[src/rtl/counter_stim_gen.sv]
// Stimulus generator for an up/down counter: start launches UP, HOLD, DOWN and
// pseudo-random phases. Define CNT_STIM_WRAP_EN to add a full-range WRAP phase.
module counter_stim_gen #(
  parameter int          N         = 8,
  parameter int          UP_LEN    = 10,
  parameter int          HOLD_LEN  = 3,
  parameter int          DOWN_LEN  = 10,
  parameter int          RAND_LEN  = 16,
  parameter logic [15:0] LFSR_SEED = 16'hACE1
) (
  input  logic        clk,
  input  logic        rst_n,
  input  logic        start,
  input  logic        stall,
  output logic        en,
  output logic        up_dn,
  output logic        busy,
  output logic        done,
  output logic [2:0]  phase,
  output logic [15:0] en_cnt
);

`ifdef CNT_STIM_WRAP_EN
  localparam int STEP_W   = (N + 2 > 16) ? N + 2 : 16;
  localparam int WRAP_LEN = 2 ** N + 2;
`else
  localparam int STEP_W   = 16;
`endif
  localparam logic [15:0] SEED = (LFSR_SEED == 16'h0) ? 16'hACE1 : LFSR_SEED;

  // 2**N must stay representable in a 32-bit int
  if (N < 1 || N > 30) begin : g_bad_n
    $error("counter_stim_gen: N out of range");
  end

  typedef enum logic [2:0] {
    S_IDLE = 3'd0,
    S_UP   = 3'd1,
    S_HOLD = 3'd2,
    S_DOWN = 3'd3,
    S_RAND = 3'd4,
`ifdef CNT_STIM_WRAP_EN
    S_WRAP = 3'd6,
`endif
    S_DONE = 3'd5
  } state_t;

  state_t             state_q, state_d, nxt;
  logic [STEP_W-1:0]  step_q, step_d, len_last;
  logic [15:0]        lfsr_q, lfsr_d;
  logic [15:0]        en_cnt_q, en_cnt_d;
  logic               adv;

  // Successor chains skip zero-length phases inside a single transition.
  function automatic state_t after_wrap();
    return (RAND_LEN != 0) ? S_RAND : S_DONE;
  endfunction

  function automatic state_t after_down();
`ifdef CNT_STIM_WRAP_EN
    return S_WRAP;
`else
    return after_wrap();
`endif
  endfunction

  function automatic state_t after_hold();
    return (DOWN_LEN != 0) ? S_DOWN : after_down();
  endfunction

  function automatic state_t after_up();
    return (HOLD_LEN != 0) ? S_HOLD : after_hold();
  endfunction

  function automatic state_t from_idle();
    return (UP_LEN != 0) ? S_UP : after_up();
  endfunction

  always_comb begin
    state_d  = state_q;
    step_d   = step_q;
    lfsr_d   = lfsr_q;
    en       = 1'b0;
    up_dn    = 1'b0;
    busy     = 1'b0;
    done     = 1'b0;
    adv      = 1'b0;
    len_last = '0;
    nxt      = S_IDLE;
    case (state_q)
      S_IDLE: begin
        if (start) begin
          state_d = from_idle();
          step_d  = '0;
          lfsr_d  = SEED;
        end
      end
      S_UP: begin
        busy     = 1'b1;
        en       = !stall;
        adv      = !stall;
        len_last = STEP_W'(UP_LEN - 1);
        nxt      = after_up();
      end
      S_HOLD: begin
        busy     = 1'b1;
        adv      = 1'b1;
        len_last = STEP_W'(HOLD_LEN - 1);
        nxt      = after_hold();
      end
      S_DOWN: begin
        busy     = 1'b1;
        en       = !stall;
        up_dn    = 1'b1;
        adv      = !stall;
        len_last = STEP_W'(DOWN_LEN - 1);
        nxt      = after_down();
      end
`ifdef CNT_STIM_WRAP_EN
      S_WRAP: begin
        busy     = 1'b1;
        en       = !stall;
        up_dn    = 1'b1;
        adv      = !stall;
        len_last = STEP_W'(WRAP_LEN - 1);
        nxt      = after_wrap();
      end
`endif
      S_RAND: begin
        busy     = 1'b1;
        en       = lfsr_q[0] & !stall;
        up_dn    = lfsr_q[1];
        adv      = !stall;
        len_last = STEP_W'(RAND_LEN - 1);
        nxt      = S_DONE;
        // x^16+x^14+x^13+x^11+1, shifted left with feedback into bit 0
        if (!stall) lfsr_d = {lfsr_q[14:0], lfsr_q[15] ^ lfsr_q[13] ^ lfsr_q[12] ^ lfsr_q[10]};
      end
      S_DONE: begin
        done    = 1'b1;
        state_d = S_IDLE;
      end
      default: state_d = S_IDLE;
    endcase

    if (adv) begin
      if (step_q == len_last) begin
        step_d  = '0;
        state_d = nxt;
      end else begin
        step_d = step_q + STEP_W'(1);
      end
    end

    if (state_q == S_IDLE && start) en_cnt_d = 16'h0;
    else                            en_cnt_d = en_cnt_q + 16'(en);
  end

  always_ff @(posedge clk or negedge rst_n) begin
    if (!rst_n) begin
      state_q  <= S_IDLE;
      step_q   <= '0;
      lfsr_q   <= SEED;
      en_cnt_q <= 16'h0;
    end else begin
      state_q  <= state_d;
      step_q   <= step_d;
      lfsr_q   <= lfsr_d;
      en_cnt_q <= en_cnt_d;
    end
  end

  assign phase  = state_q;
  assign en_cnt = en_cnt_q;

endmodule

[config.mk]
export PLATFORM = sky130hd
export DESIGN_NAME = counter_stim_gen
export DESIGN_NICKNAME = d
export VERILOG_FILES = /design/src/rtl/counter_stim_gen.sv
export SDC_FILE = /design/constraint.sdc
export NUM_CORES = 1
export LEC_CHECK = 0
export CAP_MARGIN = 0
export CORE_ASPECT_RATIO = 0.9
export CORE_MARGIN = 5
export CORE_UTILIZATION = 55
export DETAILED_ROUTE_END_ITERATION = 8
export HOLD_SLACK_MARGIN = 0.05
export PLACE_DENSITY = 0.83
export SLEW_MARGIN = 20
export SYNTH_ARGS = -nofsm -noshare
export SYNTH_HDL_FRONTEND = slang
export SYNTH_SLANG_ARGS = --single-unit
[constraint.sdc]
create_clock -name clk -period 3.4 [get_ports clk]
set_clock_uncertainty 0.1 [all_clocks]
set_input_delay 1.02 -clock clk [delete_from_list [all_inputs] [get_ports clk]]
set_output_delay 1.02 -clock clk [all_outputs]
set_load 0.02 [all_outputs]
==> out/summary.md <==
• **status** completed
• **highest achievable clock rate** 0.312 GHz
• **portion of total power attributed to sequential cells** 0.465
• **Final nets** 329
• **main area contributors after synthesis** sky130_fd_sc_hd__dfrtp_1, sky130_fd_sc_hd__dfstp_2, sky130_fd_sc_hd__nand2_1, sky130_fd_sc_hd__nor2_1, sky130_fd_sc_hd__nand3_1
• **proportion of register bits with asynchronous set or reset after synthesis** 1.00
• **largest fanout on the critical path** 2
• **power after layout** 2.06 mW
• **post-layout util** 0.683
• **Top-Level Pins** 27
• **Num Clock Sinks** 51
• **first-iteration detailed-routing DRC count** 94
• **post-synthesis net count** 296
• **post-synth top area share** 0.408
• **GRT Overall Usage** 0.188
• **least setup slack across all paths after layout** 0.195 ns
• **startpoint kind of the worst setup timing path** input pin
• **worst setup slack before clock tree synthesis** -0.0820 ns
• **count of distinct cell types in the synthesized netlist** 42
• **max-slew violation total from the final report** 0
• **number of H-tree branching levels** 2
• **Synth Flop Type** sky130_fd_sc_hd__dfrtp_1
• **count of endpoints failing setup in the final report** 0
• **initial antenna violation count** 0
• **dpl cells** 377
• **vertical die dimension** 75.7 um
• **register clock-pin slew on the reported worst setup and hold paths** 0.09 ns
• **global-route wire length before repair** 9680 um
• **maximum vdd ir drop** 0.000443 V
• **Routed WL per cell** 14.2 um
• **total half-perimeter wirelength after legalization and detailed placement** 3890 um
• **number of global-route vias before repair** 2,144
• **Final Routed Wirelength** 5480 um
• **Die W** 83.0 um
• **final instance count without filler cells** 385
• **critical register-to-register path startpoint** phase[0]$_DFF_PN0_
• **max capacitance violation total** 0
• **largest net degree at the start of global routing** 30
• **Crit Path Category** in -> out
• **number of design rule violations left after detail routing** 0
• **hold violation total from the final report** 0
• **latest clock arrival within the worst-skew pair** 0.31 ns
• **CP max-delay cell** sky130_fd_sc_hd__clkdlybuf4s50_1
• **unrepaired setup endpoints after global routing** no
• **hold buffer count at cts** 0
• **sort of element at the end of the critical path** primary output
• **area growth from synthesis to layout** 17.8%
• **net switching share of the total power** 0.370
• **buffer count from post-CTS setup fixing** 0
• **static power due to leakage** 1.35 nW
• **CP Data Required Time** 2.28 ns
• **starting density of the core** 0.580
• **part of the power in combinational logic** 0.323
• **Resized cells post-CTS** 1
• **area of the die** 6280 um2
• **most instantiated cells after synthesis** sky130_fd_sc_hd__dfrtp_1, sky130_fd_sc_hd__nand2_1, sky130_fd_sc_hd__nor2_1
• **most repeated cell in the gate-level netlist after synthesis** sky130_fd_sc_hd__dfrtp_1
• **longest individual stage delay on the worst path** 0.43 ns
• **Ys Warns** 0
• **Pint** 1.30 mW
• **TritonCTS clock tree** done
• **placement row count** 23
• **overall overflow remaining after global route** 0
• **first-pass iteration count of the detailed router** 4
• **Syn Std Cell Area** 2640 um2
• **hold wc startpoint** lfsr_q[3]$_DFFE_PN0P_
• **RePlAce Congestion** 0.780
• **Design Area, Final** 3110 um2
• **number of synthesized flops with an enable pin** 0
• **cell count after synthesis** 289
• **power per cell area** 662 nW/um2
• **final critical-path share of the clock period** 0.943
• **Via Count** 2,219
• **data arrival time of the worst path** 2.09 ns
• **number of buffers added by the clock tree synthesis step** 5
• **setup TNS** 0 ns
• **final worst path period need** 3.21 ns
• **final antenna diode count** 0
• **CP Cell Sequence** clkdlybuf4s50_1 -> a21oi_1 -> dlygate4sd2_1
• **number of antenna-violating nets in the routed design** 0
• **Min-Delay Path Class** reg -> reg
• **final hold slack** 0.387 ns
• **proportion of power drawn by the clock network** 0.212
• **syn_area_per_cell** 9.13 um2
• **area of the core** 4550 um2
• **library cell occupying the most area in the post-synthesis netlist** sky130_fd_sc_hd__dfrtp_1
• **worst-margin pin slew** 1.02 ns
• **buffer depth of the longest clock path** 2
• **headroom to the max-slew limit** 0.313
• **placed cell areas** 2990 um2
• **synthesis-stage register bit count** 51
• **clock root buffer** sky130_fd_sc_hd__clkbuf_8
• **fraction of layout instances using a drive strength above 1** 0.105
• **net load switching power** 0.761 mW
• **sequential element share of the synthesized area** 0.488
• **post-detailed-route via-to-cell ratio** 5.76
• **I/O Buffers** 26
• **start point of the critical path** stall
power groups by stage:
stage               Combinational [mW]  Sequential (mW)  Clock [mW]
floorplan                        0.404            0.968           0
global placement                 0.650            0.958           0
detailed placement               0.668            0.963           0
CTS                              0.670            0.953       0.447
global route                     0.742            0.984       0.467
finish                           0.664            0.957       0.435
critical path: cells and delay by family:
| kind | cells | cell delay (ns) |
|---|---|---|
| buffers and inverters | 2 | 0.81 |
| AOI/OAI and AO/OA | 1 | 0.25 |
layout make-up:
type / count / area (um2)
well taps: 62 / 77.6
fillers: 370 / 1440
multi-input cells: 222 / 1270
clock inverters: 3 / 47.5
repair buffers: 37 / 337
clock buffers: 5 / 68.8
flip-flops and latches: 51 / 1290
inverters: 5 / 18.8
routing by layer:
| layer | global-route usage | up-vias | wire length, um |
|---|---|---|---|
| li1 | - | 1086 | - |
| met1 | 0.234 | 1088 | 2620 |
| met2 | 0.328 | 40 | 2570 |
| met3 | 0.0432 | 5 | 233 |
| met4 | 0.0690 | 0 | 58 |
| met5 | 0 | - | 0 |
registers in the layout (all words and copies together), names as in the netlist:
| register | cells |
|---|---|
| en_cnt | 16 |
| step_q | 16 |
| lfsr_q | 16 |
| phase | 3 |
layout by cell type (no fill, tap or decap), drive strengths merged, types with 8 or more instances in the layout:
cell type	Yosys	final
nor3	11	11
dfrtp	43	43
xor2	11	11
xnor2	9	9
clkdlybuf4s50	0	24
dfstp	8	8
or3	10	10
and3	9	9
o21ai	18	18
nor2	32	32
nand3	23	23
nand4	8	8
buf	6	12
a21oi	9	9
nand2	40	40
final timing paths:
| path | endpoint | slack [ns] | depth (start not counted) |
|---|---|---|---|
| min in group asynchronous | phase[1]$_DFF_PN0_ | 0.63 | 1 |
| max in group asynchronous | lfsr_q[13]$_DFFE_PN1P_ | 1.83 | 2 |
| hold / removal | lfsr_q[3]$_DFFE_PN0P_ | 0.39 | 2 |
| hold reg to reg | lfsr_q[3]$_DFFE_PN0P_ | 0.39 | 2 |
| setup / recovery | en | 0.19 | 3 |
| setup reg to reg | en_cnt[15]$_DFF_PN0_ | 0.65 | 9 |
logic make-up (layout without fill, tap and decap cells):
logic type / Yosys count / count (layout) / share of synthesized area
AND/OR/NAND/NOR: 153 / 153 / 0.290
AO/OA/AOI/OAI: 46 / 46 / 0.111
adder cells (fa/ha/maj): 3 / 3 / 0.0142
flip-flops: 51 / 51 / 0.488
XOR/XNOR: 20 / 20 / 0.0664
buffers and inverters: 16 / 50 / 0.0304
No activity file was read; power rests on OpenSTA's default activity.
